File: src/rtl/id_decode.sv
// id_decode: SimpleCPU decode stage. Accepts instruction bytes from fetch,
// assembles two-byte LOADIMM instructions and holds each decoded instruction
// in an output register that feeds the execute stage directly.
module id_decode #(
  parameter int unsigned CNT_W = 16
) (
  input  logic             clk,
  input  logic             rst,
  input  logic             flush,
  input  logic [7:0]       in_byte,
  input  logic             in_valid,
  output logic             in_ready,
  output logic             out_valid,
  input  logic             out_ready,
  output logic [3:0]       dec_mode,
  output logic [1:0]       dec_rs1,
  output logic [1:0]       dec_rs2,
  output logic [1:0]       dec_rd,
  output logic [7:0]       dec_imm,
  output logic             dec_reg_we,
  output logic             dec_mem_we,
  output logic             dec_out_en,
  output logic             dec_in_en,
  output logic             dec_illegal,
  output logic [CNT_W-1:0] instr_count
);

  typedef enum logic {
    S_OP  = 1'b0,
    S_IMM = 1'b1
  } state_t;

  state_t           state_q, state_d;
  logic [1:0]       ra_q, ra_d;
  logic             valid_q, valid_d;
  logic [CNT_W-1:0] cnt_q, cnt_d;

  logic [3:0] mode_q, mode_d;
  logic [1:0] rs1_q, rs1_d;
  logic [1:0] rs2_q, rs2_d;
  logic [1:0] rd_q, rd_d;
  logic [7:0] imm_q, imm_d;
  logic       reg_we_q, reg_we_d;
  logic       mem_we_q, mem_we_d;
  logic       out_en_q, out_en_d;
  logic       in_en_q, in_en_d;
  logic       illegal_q, illegal_d;

  logic       accept;
  logic       load;
  logic [3:0] opc;
  logic [1:0] fa, fb;

  assign opc = in_byte[7:4];
  assign fa  = in_byte[3:2];
  assign fb  = in_byte[1:0];

  // Flush blocks acceptance; otherwise accept whenever the output slot is free or draining.
  assign in_ready = !flush && (!valid_q || out_ready);
  assign accept   = in_valid && in_ready;

  // Next-state, instruction decode and output-register load selection.
  always_comb begin
    state_d   = state_q;
    ra_d      = ra_q;
    load      = 1'b0;
    mode_d    = mode_q;
    rs1_d     = rs1_q;
    rs2_d     = rs2_q;
    rd_d      = rd_q;
    imm_d     = imm_q;
    reg_we_d  = reg_we_q;
    mem_we_d  = mem_we_q;
    out_en_d  = out_en_q;
    in_en_d   = in_en_q;
    illegal_d = illegal_q;

    if (accept) begin
      if (state_q == S_IMM) begin
        load      = 1'b1;
        state_d   = S_OP;
        mode_d    = 4'hF;
        rs1_d     = '0;
        rs2_d     = '0;
        rd_d      = ra_q;
        imm_d     = in_byte;
        reg_we_d  = 1'b1;
        mem_we_d  = 1'b0;
        out_en_d  = 1'b0;
        in_en_d   = 1'b0;
        illegal_d = 1'b0;
      end else if (opc == 4'hF) begin
        state_d = S_IMM;
        ra_d    = fa;
      end else begin
        load      = 1'b1;
        mode_d    = opc;
        rs1_d     = '0;
        rs2_d     = '0;
        rd_d      = '0;
        imm_d     = '0;
        reg_we_d  = 1'b0;
        mem_we_d  = 1'b0;
        out_en_d  = 1'b0;
        in_en_d   = 1'b0;
        illegal_d = 1'b0;
        unique case (opc)
          4'h1, 4'h2, 4'h3: begin
            rs1_d    = fa;
            rs2_d    = fb;
            rd_d     = fa;
            reg_we_d = 1'b1;
          end
          4'h4, 4'h5: begin
            rs1_d    = fa;
            rd_d     = fa;
            reg_we_d = 1'b1;
          end
          4'h6: begin
            rs1_d    = fa;
            out_en_d = 1'b1;
          end
          4'h7: begin
            rd_d     = fa;
            in_en_d  = 1'b1;
            reg_we_d = 1'b1;
          end
          4'hE: begin
            rs1_d    = fa;
            rs2_d    = fb;
            mem_we_d = 1'b1;
          end
          4'h0: ;
          default: begin
            mode_d    = '0;
            illegal_d = 1'b1;
          end
        endcase
      end
    end

    if (flush) begin
      state_d = S_OP;
      ra_d    = '0;
    end
  end

  // Output-valid and retired-instruction counter bookkeeping.
  always_comb begin
    valid_d = valid_q;
    if (flush)          valid_d = 1'b0;
    else if (load)      valid_d = 1'b1;
    else if (out_ready) valid_d = 1'b0;
    cnt_d = cnt_q;
    if (valid_q && out_ready) cnt_d = cnt_q + 1'b1;
  end

  // State, pending LOADIMM register index, valid flag and counter.
  always_ff @(posedge clk or posedge rst) begin
    if (rst) begin
      state_q <= S_OP;
      ra_q    <= '0;
      valid_q <= 1'b0;
      cnt_q   <= '0;
    end else begin
      state_q <= state_d;
      ra_q    <= ra_d;
      valid_q <= valid_d;
      cnt_q   <= cnt_d;
    end
  end

  // Decoded-instruction output register; holds while EXE stalls.
  always_ff @(posedge clk or posedge rst) begin
    if (rst) begin
      mode_q    <= '0;
      rs1_q     <= '0;
      rs2_q     <= '0;
      rd_q      <= '0;
      imm_q     <= '0;
      reg_we_q  <= 1'b0;
      mem_we_q  <= 1'b0;
      out_en_q  <= 1'b0;
      in_en_q   <= 1'b0;
      illegal_q <= 1'b0;
    end else if (load && !flush) begin
      mode_q    <= mode_d;
      rs1_q     <= rs1_d;
      rs2_q     <= rs2_d;
      rd_q      <= rd_d;
      imm_q     <= imm_d;
      reg_we_q  <= reg_we_d;
      mem_we_q  <= mem_we_d;
      out_en_q  <= out_en_d;
      in_en_q   <= in_en_d;
      illegal_q <= illegal_d;
    end
  end

  assign out_valid   = valid_q;
  assign dec_mode    = mode_q;
  assign dec_rs1     = rs1_q;
  assign dec_rs2     = rs2_q;
  assign dec_rd      = rd_q;
  assign dec_imm     = imm_q;
  assign dec_reg_we  = reg_we_q;
  assign dec_mem_we  = mem_we_q;
  assign dec_out_en  = out_en_q;
  assign dec_in_en   = in_en_q;
  assign dec_illegal = illegal_q;
  assign instr_count = cnt_q;

endmodule

File: config.mk
export PLATFORM = sky130hd
export DESIGN_NAME = id_decode
export DESIGN_NICKNAME = d
export VERILOG_FILES = /design/src/rtl/id_decode.sv
export SDC_FILE = /design/constraint.sdc
export NUM_CORES = 1
export LEC_CHECK = 0
export BUFFER_PORTS_ARGS = -buffer_cell sky130_fd_sc_hd__buf_2
export CORE_ASPECT_RATIO = 1.5
export CORE_MARGIN = 2
export CORE_UTILIZATION = 35
export CTS_CLUSTER_SIZE = 28
export DETAILED_ROUTE_END_ITERATION = 12
export GPL_ROUTABILITY_DRIVEN = 1
export PLACE_DENSITY = 0.65
export SETUP_SLACK_MARGIN = 0.5
export SLEW_MARGIN = 5
export SYNTH_ARGS = -nofsm -noshare
export SYNTH_HDL_FRONTEND = slang
export SYNTH_SLANG_ARGS = --single-unit
File: constraint.sdc
create_clock -name clk -period 1.3 [get_ports clk]
set_clock_uncertainty 0.05 [all_clocks]
set_input_delay 0.325 -clock clk [delete_from_list [all_inputs] [get_ports clk]]
set_output_delay 0.325 -clock clk [all_outputs]
set_load 0.005 [all_outputs]
==> flow_metrics.py, run 1 <==
metrics = {
    "final_layout": {
        "fin_nets": 363,
        "drive_gt1_frac": 0.663,
        "diodes": 0,
        "layout_commonest_cell": "buf_4",
        "n_fill_cell": 398,
        "layout.cells.non_filler": 420,
        "areaGrowthSynthToFinish_pct": 90.4,
        "mostFrequentLayoutCells": "buf_4, dfrtp_1, buf_6, buf_2, inv_1",
    },
    "worst_setup_path": {
        "required_ns": 0.93,
        "cp-startpoint": "out_valid",
        "regToRegEndpoint": "ra_q[1]",
        "crit_family": "buffers and inverters",
        "cp-end-kind": "output port",
        "ff2ff_path_depth": 7,
        "path_class": "reg -> out",
        "cp_max_fo": 4,
        "path_buf_inv": 4,
        "start_kind": "register",
        "r2r_slack_ns": -0.21,
        "path_cells": "buf_4 > buf_4 > buf_6 > buf_6",
        "cp.arrival_ns": 1.17,
        "max_stage_delay_ns": 0.39,
        "critPathSlowestCell": "dfrtp_1",
        "r2r-start": "out_valid",
    },
    "drt": {
        "ant_nets": 0,
        "wire_per_inst_um": 16.3,
        "drt-initial-drc-count": 66,
        "vias": 2097,
        "vias_per_cell": 4.99,
        "drc": 0,
        "routed_wl_um": 6840,
        "drtPass1Iterations": 4,
    },
    "logic_synthesis": {
        "synth_edf_count": 0,
        "synth_simple_gate_area_frac": 0.190,
        "synth-xor-area-share": 0.0697,
        "synth_warnings": 0,
        "synthFlopType": "dfrtp_1",
        "synth_fp_nets": 212,
        "synthArstFlopShare": 1.00,
        "synth_top_family_by_area": "simple AND/OR/NAND/NOR gates",
        "syn-mean-instance-area_um2": 10.2,
        "synth_cells": 198,
        "syn-cell-area_mm2": 0.00201,
        "synth-adder-area-share": 0.00622,
        "synth_compound_area_frac": 0.131,
        "ys_seq_area_frac": 0.535,
        "yosys-mux-area-fraction": 0.0112,
        "ys_types": 39,
        "ys_seq_elements": 43,
    },
    "grt": {
        "grt_pass1_vias": 2160,
        "grt_max_degree": 20,
        "antenna_found_initial": 0,
        "grt_first_pass_wirelength_um": 10300,
        "gr-usage-all-layers": 0.206,
        "overflow": 0,
    },
    "sta": {
        "hold_ws_ns": -0.0925,
        "fin_crit_sh": 1.19,
        "slew_headroom": 0.765,
        "rsz0062_at_grt": "true",
        "setup_viol": 55,
        "maxSlewViolCount": 0,
        "final_hold_viol_count": 8,
        "setup_slack_ns": -0.250,
        "tightest_slew_ns": 0.350,
        "max_freq_mhz": 645,
        "min_period_ns": 1.55,
        "fin_setup_tns_ns": -5.20,
    },
    "floorplanning": {
        "dieArea_mm2": 0.00638,
        "num_rows": 33,
        "die_height_um": 96.8,
        "core_area_mm2": 0.00549,
        "ios": 54,
        "die_w_um": 65.9,
        "start_util": 0.366,
    },
    "run_status": {
        "outcome": "complete, but fails checks",
        "violations": "hold timing, setup timing",
    },
    "power_and_ir_drop": {
        "p_leak_nw": 1.90,
        "total_power_mw": 4.12,
        "cellPowerDensity_mw_per_mm2": 1080,
        "vdd_ir_drop_max_uv": 558,
    },
    "clocking": {
        "cts-root-buf": "clkbuf_8",
        "cts.sinks": 43,
        "cts_tree": "done",
        "clk_pin_slew_ns": 0.09,
        "clock_tree.buffer_depth": 2,
        "cts_made_buffers": 5,
        "insertion_delay_ns": 0.30,
        "htree_num_levels": 2,
    },
    "placed_design": {
        "dp_hpwl_um": 4020,
        "port_buffers": 53,
        "dp_slack_ns": -0.300,
        "gp_congestion": 0.797,
        "dp.cells": 356,
    },
    "min_path": {
        "holdCritPathClass": "in -> async",
    },
    "run": {
        "drv_cap": 0,
    },
}
==> per-stage QoR <==
step	area, um^2	hold WS, ns	util
2_1_floorplan	2140	0.273	-
3_3_place_gp	2760	0.244	0.502
3_5_place_dp	2760	0.247	0.502
4_1_cts	3560	-0.0814	0.648
5_1_grt	3830	-0.0806	0.697
6_report	3830	-0.0925	0.697
==> sequential cells by signal (all words and copies together), names as in the netlist <==
signal	count
dec_reg_we	1
dec_out_en	1
dec_mode	4
dec_rs1	2
instr_count	16
dec_rd	2
dec_imm	8
dec_illegal	1
out_valid	1
dec_rs2	2
dec_in_en	1
dec_mem_we	1
ra_q	2
state_q	1
==> cells in the mapped netlist (all sizes together) (3+ instances only) <==
master,instances,area share
dfrtp,43,0.54
nand3,20,0.052
o21ai,18,0.045
nand2,17,0.035
inv,16,0.030
a21oi,11,0.027
xnor2,11,0.048
buf,10,0.027
nor2,9,0.018
xor2,5,0.022
a31oi,4,0.012
nand4,4,0.020
nor2b,4,0.012
nor3,3,0.013
==> layer usage <==
metal / global-route usage / wire length [um] / up-vias
li1: - / - / 978
met1: 0.218 / 2400 / 1052
met2: 0.405 / 4070 / 55
met3: 0.0337 / 247 / 12
met4: 0.0481 / 122 / 0
met5: 0 / 0 / -
==> power breakdown <==
part | switching [mW] | internal [mW]
registers | 0.118 | 1.49
clock network | 0.509 | 0.573
logic | 0.584 | 0.853
total | 1.21 | 2.91
==> layout make-up <==
cell class              instances  area (um^2)  area share
inverters                      16         63.8      0.0167
repair buffers                154         1280       0.335
clock buffers                   5         68.8      0.0180
well taps                      70         87.6      0.0229
multi-input cells             129         1200       0.315
clock inverters                 3         43.8      0.0114
flip-flops and latches         43         1080       0.281
==> kinds of logic after synthesis <==
logic type	count (synthesis)
mux	2
xor+xnor	16
buf+inv	26
compound gates	44
flops	43
simple gates	66
fa+ha+maj	1
==> what timing repair did <==
item / in CTS / in global routing
gates resized for setup: 94 / 24
gates cloned: 1 / 0
setup endpoints to repair: 84 / 84
pin swaps: 23 / 15
endpoints found under the hold margin: 8 / 8
setup buffers: 38 / 17
==> how the worst max path moves through the flow <==
stage	end	cells past startpoint	slack, ns
after floorplan	ra_q[1]	5	-0.02
after global placement	ra_q[1]	6	-0.19
after detailed placement	dec_imm[6]	5	-0.30
after CTS	in_ready	4	-0.20
after global routing	out_valid	4	-0.26
final	out_valid	4	-0.25
No activity file was read; power rests on OpenSTA's default activity.
==> run 2: changes to the inputs <==
==> constraint.sdc (replaced) <==
create_clock -name clk -period 1.3 [get_ports clk]
set_clock_uncertainty 0.05 [all_clocks]
set_input_delay 0.26 -clock clk [delete_from_list [all_inputs] [get_ports clk]]
set_output_delay 0.26 -clock clk [all_outputs]
set_load 0.005 [all_outputs]
==> flow_metrics.py, run 2 (synthesis gave the netlist of run 1 again) <==
metrics = {
    "run_status": {
        "outcome": "complete, but fails checks",
        "violations": "hold timing, setup timing",
    },
    "sta": {
        "rsz0062_at_grt": "true",
        "setup_slack_ns": -0.0869,
        "maxSlewViolCount": 0,
        "setup_viol": 17,
        "tightest_slew_ns": 0.440,
        "min_period_ns": 1.39,
        "slew_headroom": 0.706,
        "hold_ws_ns": -0.0787,
        "final_hold_viol_count": 16,
        "fin_crit_sh": 1.07,
        "max_freq_mhz": 721,
    },
    "clocking": {
        "cts.sinks": 43,
        "htree_num_levels": 2,
        "insertion_delay_ns": 0.29,
        "cts_tree": "done",
        "cts-root-buf": "clkbuf_8",
        "cts_made_buffers": 5,
        "clock_tree.buffer_depth": 2,
        "clk_pin_slew_ns": 0.08,
    },
    "worst_setup_path": {
        "critPathMostFrequentCell": "buf_4",
        "path_cells": "buf_4 > buf_4 > buf_2",
        "required_ns": 0.99,
        "start_kind": "register",
        "cp_max_fo": 3,
        "cp.arrival_ns": 1.08,
        "cp-end-kind": "output port",
        "path_depth": 3,
        "max_stage_delay_ns": 0.38,
        "path_buf_inv": 3,
        "path_class": "reg -> out",
        "ff2ff_path_depth": 5,
        "crit_family": "buffers and inverters",
        "critPathSlowestCell": "dfrtp_1",
    },
    "final_layout": {
        "fin_nets": 343,
        "layout.cells.non_filler": 399,
        "n_fill_cell": 437,
        "mostFrequentLayoutCells": "buf_4, dfrtp_1, buf_2, buf_6, inv_1",
        "largest_register_ff_count": 16,
        "layout_commonest_cell": "buf_4",
        "post-route-util": 0.648,
        "areaGrowthSynthToFinish_pct": 77.0,
        "drive_gt1_frac": 0.599,
        "diodes": 0,
    },
    "drt": {
        "drtPass1Iterations": 4,
        "wire_per_inst_um": 14.6,
        "drt-initial-drc-count": 44,
        "drc": 0,
        "vias_per_cell": 4.91,
        "ant_nets": 0,
        "vias": 1961,
        "routed_wl_um": 5820,
    },
    "grt": {
        "grt_max_degree": 20,
        "gr-usage-all-layers": 0.190,
        "antenna_found_initial": 0,
        "overflow": 0,
        "grt_first_pass_wirelength_um": 9470,
        "grt_pass1_vias": 2026,
    },
    "power_and_ir_drop": {
        "cellPowerDensity_mw_per_mm2": 1040,
        "p_leak_nw": 1.73,
        "p_comb_frac": 0.349,
        "p_clk_frac": 0.218,
        "p_seq_frac": 0.433,
        "p_sw_frac": 0.289,
        "vdd_ir_drop_max_uv": 758,
        "total_power_mw": 3.71,
        "p_int_mw": 2.64,
        "power_switching_mw": 1.07,
    },
    "floorplanning": {
        "die_height_um": 96.8,
        "core_area_mm2": 0.00549,
        "dieArea_mm2": 0.00638,
        "num_rows": 33,
        "die_w_um": 65.9,
        "start_util": 0.366,
        "ios": 54,
    },
    "placed_design": {
        "dp.cells": 354,
        "dp_hpwl_um": 3860,
        "port_buffers": 53,
        "gp_congestion": 0.804,
    },
    "run": {
        "drv_cap": 0,
    },
    "min_path": {
        "holdCritPathClass": "in -> async",
    },
}
[run 2: cell count changes in the layout (fill, tap and decap cells not counted), sizes merged]
cell	delta
buf	-20
clkinv	-2
bufinv	-1
clkbuf	+2
[run 2: worst paths after layout]
check,startpoint,to,slack (ns)
max in group asynchronous,rst,instr_count[4],0.87
worst max-delay path,out_valid,out_valid,-0.09
worst min-delay path,rst,dec_reg_we,-0.08
worst max register to register,out_valid,ra_q[1],-0.05
worst min register to register,dec_illegal,dec_illegal,0.46
min in group clk,in_byte[0],dec_rs2[0],0.18
[run 2: stage by stage]
stage               instance area [um^2]  setup slack (ns)  TNS [ns]
floorplan                           2050           -0.0148   -0.0235
global placement                    2700            -0.145     -2.34
detailed placement                  2700            -0.215     -3.23
CTS                                 3360           -0.0982    -0.828
global route                        3560            -0.167     -2.83
finish                              3560           -0.0869    -0.578
[run 2: cell type report]
| cell class | count | area [um^2] | area share |
|---|---|---|---|
| timing repair buffer | 134 | 1130 | 0.318 |
| multi-input combinational | 129 | 1120 | 0.316 |
| sequential | 43 | 1080 | 0.303 |
| tap | 70 | 87.6 | 0.0246 |
| clock buffer | 7 | 76.3 | 0.0214 |
| inverter | 16 | 63.8 | 0.0179 |
[run 2: per-layer routing]
layer	share of wire	track usage	vias up	wire [um]
met4	0.014	0.0417	0	82
met5	0	0	-	0
met2	0.59	0.368	54	3450
met1	0.35	0.203	962	2060
met3	0.039	0.0360	7	227
li1	-	-	938	-
[run 2: power by group through the flow]
stage / Clock, mW / Sequential (mW) / Combinational [mW]
5_1_grt: 0.872 / 1.62 / 1.41
6_report: 0.808 / 1.61 / 1.30
4_1_cts: 0.824 / 1.61 / 1.18
3_3_place_gp: 0 / 1.60 / 0.801
2_1_floorplan: 0 / 1.64 / 0.310
3_5_place_dp: 0 / 1.61 / 0.814
[run 2: repair_timing]
action                     in CTS  in global routing
setup endpoints to repair      84                 84
resized for setup              83                 23
gates cloned                    2                  0
hold endpoints to repair       16                 16
setup buffers                  24                 12
pin swaps                      23                 15
==> run 3: changes to the inputs <==
MAX_ROUTING_LAYER = met4   (was not set)
==> flow_metrics.py, run 3 (synthesis gave the netlist of run 1 again) <==
metrics = {
    "worst_setup_path": {
        "cp_max_fo": 3,
        "start_kind": "register",
        "path_class": "reg -> out",
        "required_ns": 0.99,
        "cp-end-kind": "output port",
        "r2r_slack_ns": -0.05,
        "cp.arrival_ns": 1.08,
    },
    "sta": {
        "rsz0062_at_grt": "true",
        "fin_crit_sh": 1.07,
        "setup_viol": 17,
        "tightest_slew_ns": 0.441,
        "fin_setup_tns_ns": -0.603,
        "maxSlewViolCount": 0,
        "hold_ws_ns": -0.0762,
        "final_hold_viol_count": 16,
        "min_period_ns": 1.39,
        "max_freq_mhz": 721,
        "slew_headroom": 0.705,
        "setup_slack_ns": -0.0866,
    },
    "drt": {
        "drtPass1Iterations": 4,
        "vias": 1953,
        "vias_per_cell": 4.89,
        "wire_per_inst_um": 14.7,
        "drc": 0,
        "drt-initial-drc-count": 34,
        "ant_nets": 0,
        "routed_wl_um": 5850,
    },
    "clocking": {
        "cts.sinks": 43,
        "cts_made_buffers": 5,
        "cts-root-buf": "clkbuf_8",
        "clock_tree.buffer_depth": 2,
        "clk_pin_slew_ns": 0.08,
        "insertion_delay_ns": 0.29,
        "htree_num_levels": 2,
        "cts_tree": "done",
    },
    "placed_design": {
        "port_buffers": 53,
        "dp_hpwl_um": 3860,
        "dp.cells": 354,
        "gp_congestion": 0.816,
    },
    "final_layout": {
        "diodes": 0,
        "post-route-util": 0.648,
        "drive_gt1_frac": 0.599,
        "areaGrowthSynthToFinish_pct": 77.0,
        "mostFrequentLayoutCells": "buf_4, dfrtp_1, buf_2, buf_6, inv_1",
        "fin_nets": 343,
        "largest_register_ff_count": 16,
        "layout.cells.non_filler": 399,
        "layout_commonest_cell": "buf_4",
    },
    "grt": {
        "use_met1": 0.203,
        "antenna_found_initial": 0,
        "groute.layer.met2.usage": 0.368,
        "grt_max_degree": 20,
        "overflow": 0,
        "grt_pass1_vias": 2031,
        "grt_first_pass_wirelength_um": 9460,
        "grtUsageMet3": 0.0337,
        "busiest_layer": "met2",
        "gr-usage-all-layers": 0.195,
    },
    "run_status": {
        "outcome": "complete, but fails checks",
        "violations": "hold timing, setup timing",
    },
    "floorplanning": {
        "num_rows": 33,
        "ios": 54,
        "die_height_um": 96.8,
        "start_util": 0.366,
        "dieArea_mm2": 0.00638,
        "core_area_mm2": 0.00549,
        "die_w_um": 65.9,
    },
    "power_and_ir_drop": {
        "cellPowerDensity_mw_per_mm2": 1040,
        "vdd_ir_drop_max_uv": 758,
        "p_leak_nw": 1.73,
    },
    "run": {
        "drv_cap": 0,
    },
    "min_path": {
        "holdCritPathClass": "in -> async",
    },
}
## run 3: cell counts in the layout (fill, tap and decap cells not counted)
Identical to the previous run, type by type.
## run 3: layout make-up
class                           count  area [um^2]
Sequential cell                    43         1080
Tap cell                           70         87.6
Multi-Input combinational cell    129         1120
Clock buffer                        7         76.3
Inverter                           16         63.8
Fill cell                         437         1930
Timing Repair Buffer              134         1130
## run 3: what timing repair did
action	in CTS	in global routing
pin swaps	23	15
gates resized for setup	83	23
buffers inserted	24	12
endpoints found under the setup margin	84	84
endpoints found under the hold margin	16	16
cloned	2	0
## run 3: path summary, 6_finish.rpt
kind	from	end	depth (start not counted)
max	out_valid	out_valid	3
min in group clk	in_byte[0]	dec_rs2[0]	3
min reg2reg	dec_illegal	dec_illegal	1
min	rst	dec_imm[0]	2
max in group asynchronous	rst	instr_count[4]	3
max reg2reg	out_valid	ra_q[1]	5
## run 3: critical path, stage by stage (launching register included)
cell and delay (ns):
dfrtp_1 0.38, buf_4 0.14, buf_4 0.14, buf_2 0.12
## run 3: stage by stage
step           instance area (um^2)  power, mW  setup WS, ns  hold WS (ns)
3_3_place_gp                   2700       2.40        -0.145         0.246
4_1_cts                        3360       3.62       -0.0982       -0.0611
2_1_floorplan                  2050       1.95       -0.0148         0.208
5_1_grt                        3560       3.91        -0.167       -0.0410
3_5_place_dp                   2700       2.42        -0.215         0.254
6_report                       3560       3.71       -0.0866       -0.0762
## run 3: report_power, final
part	internal [mW]	switching, mW
Clock	0.371	0.434
Combinational	0.781	0.515
Sequential	1.49	0.120
## run 3: metal layers
layer / vias to the layer above / wire length (um)
met2: 51 / 3490
met5: - / 0
met1: 960 / 2100
li1: 936 / -
met3: 6 / 191
met4: 0 / 64
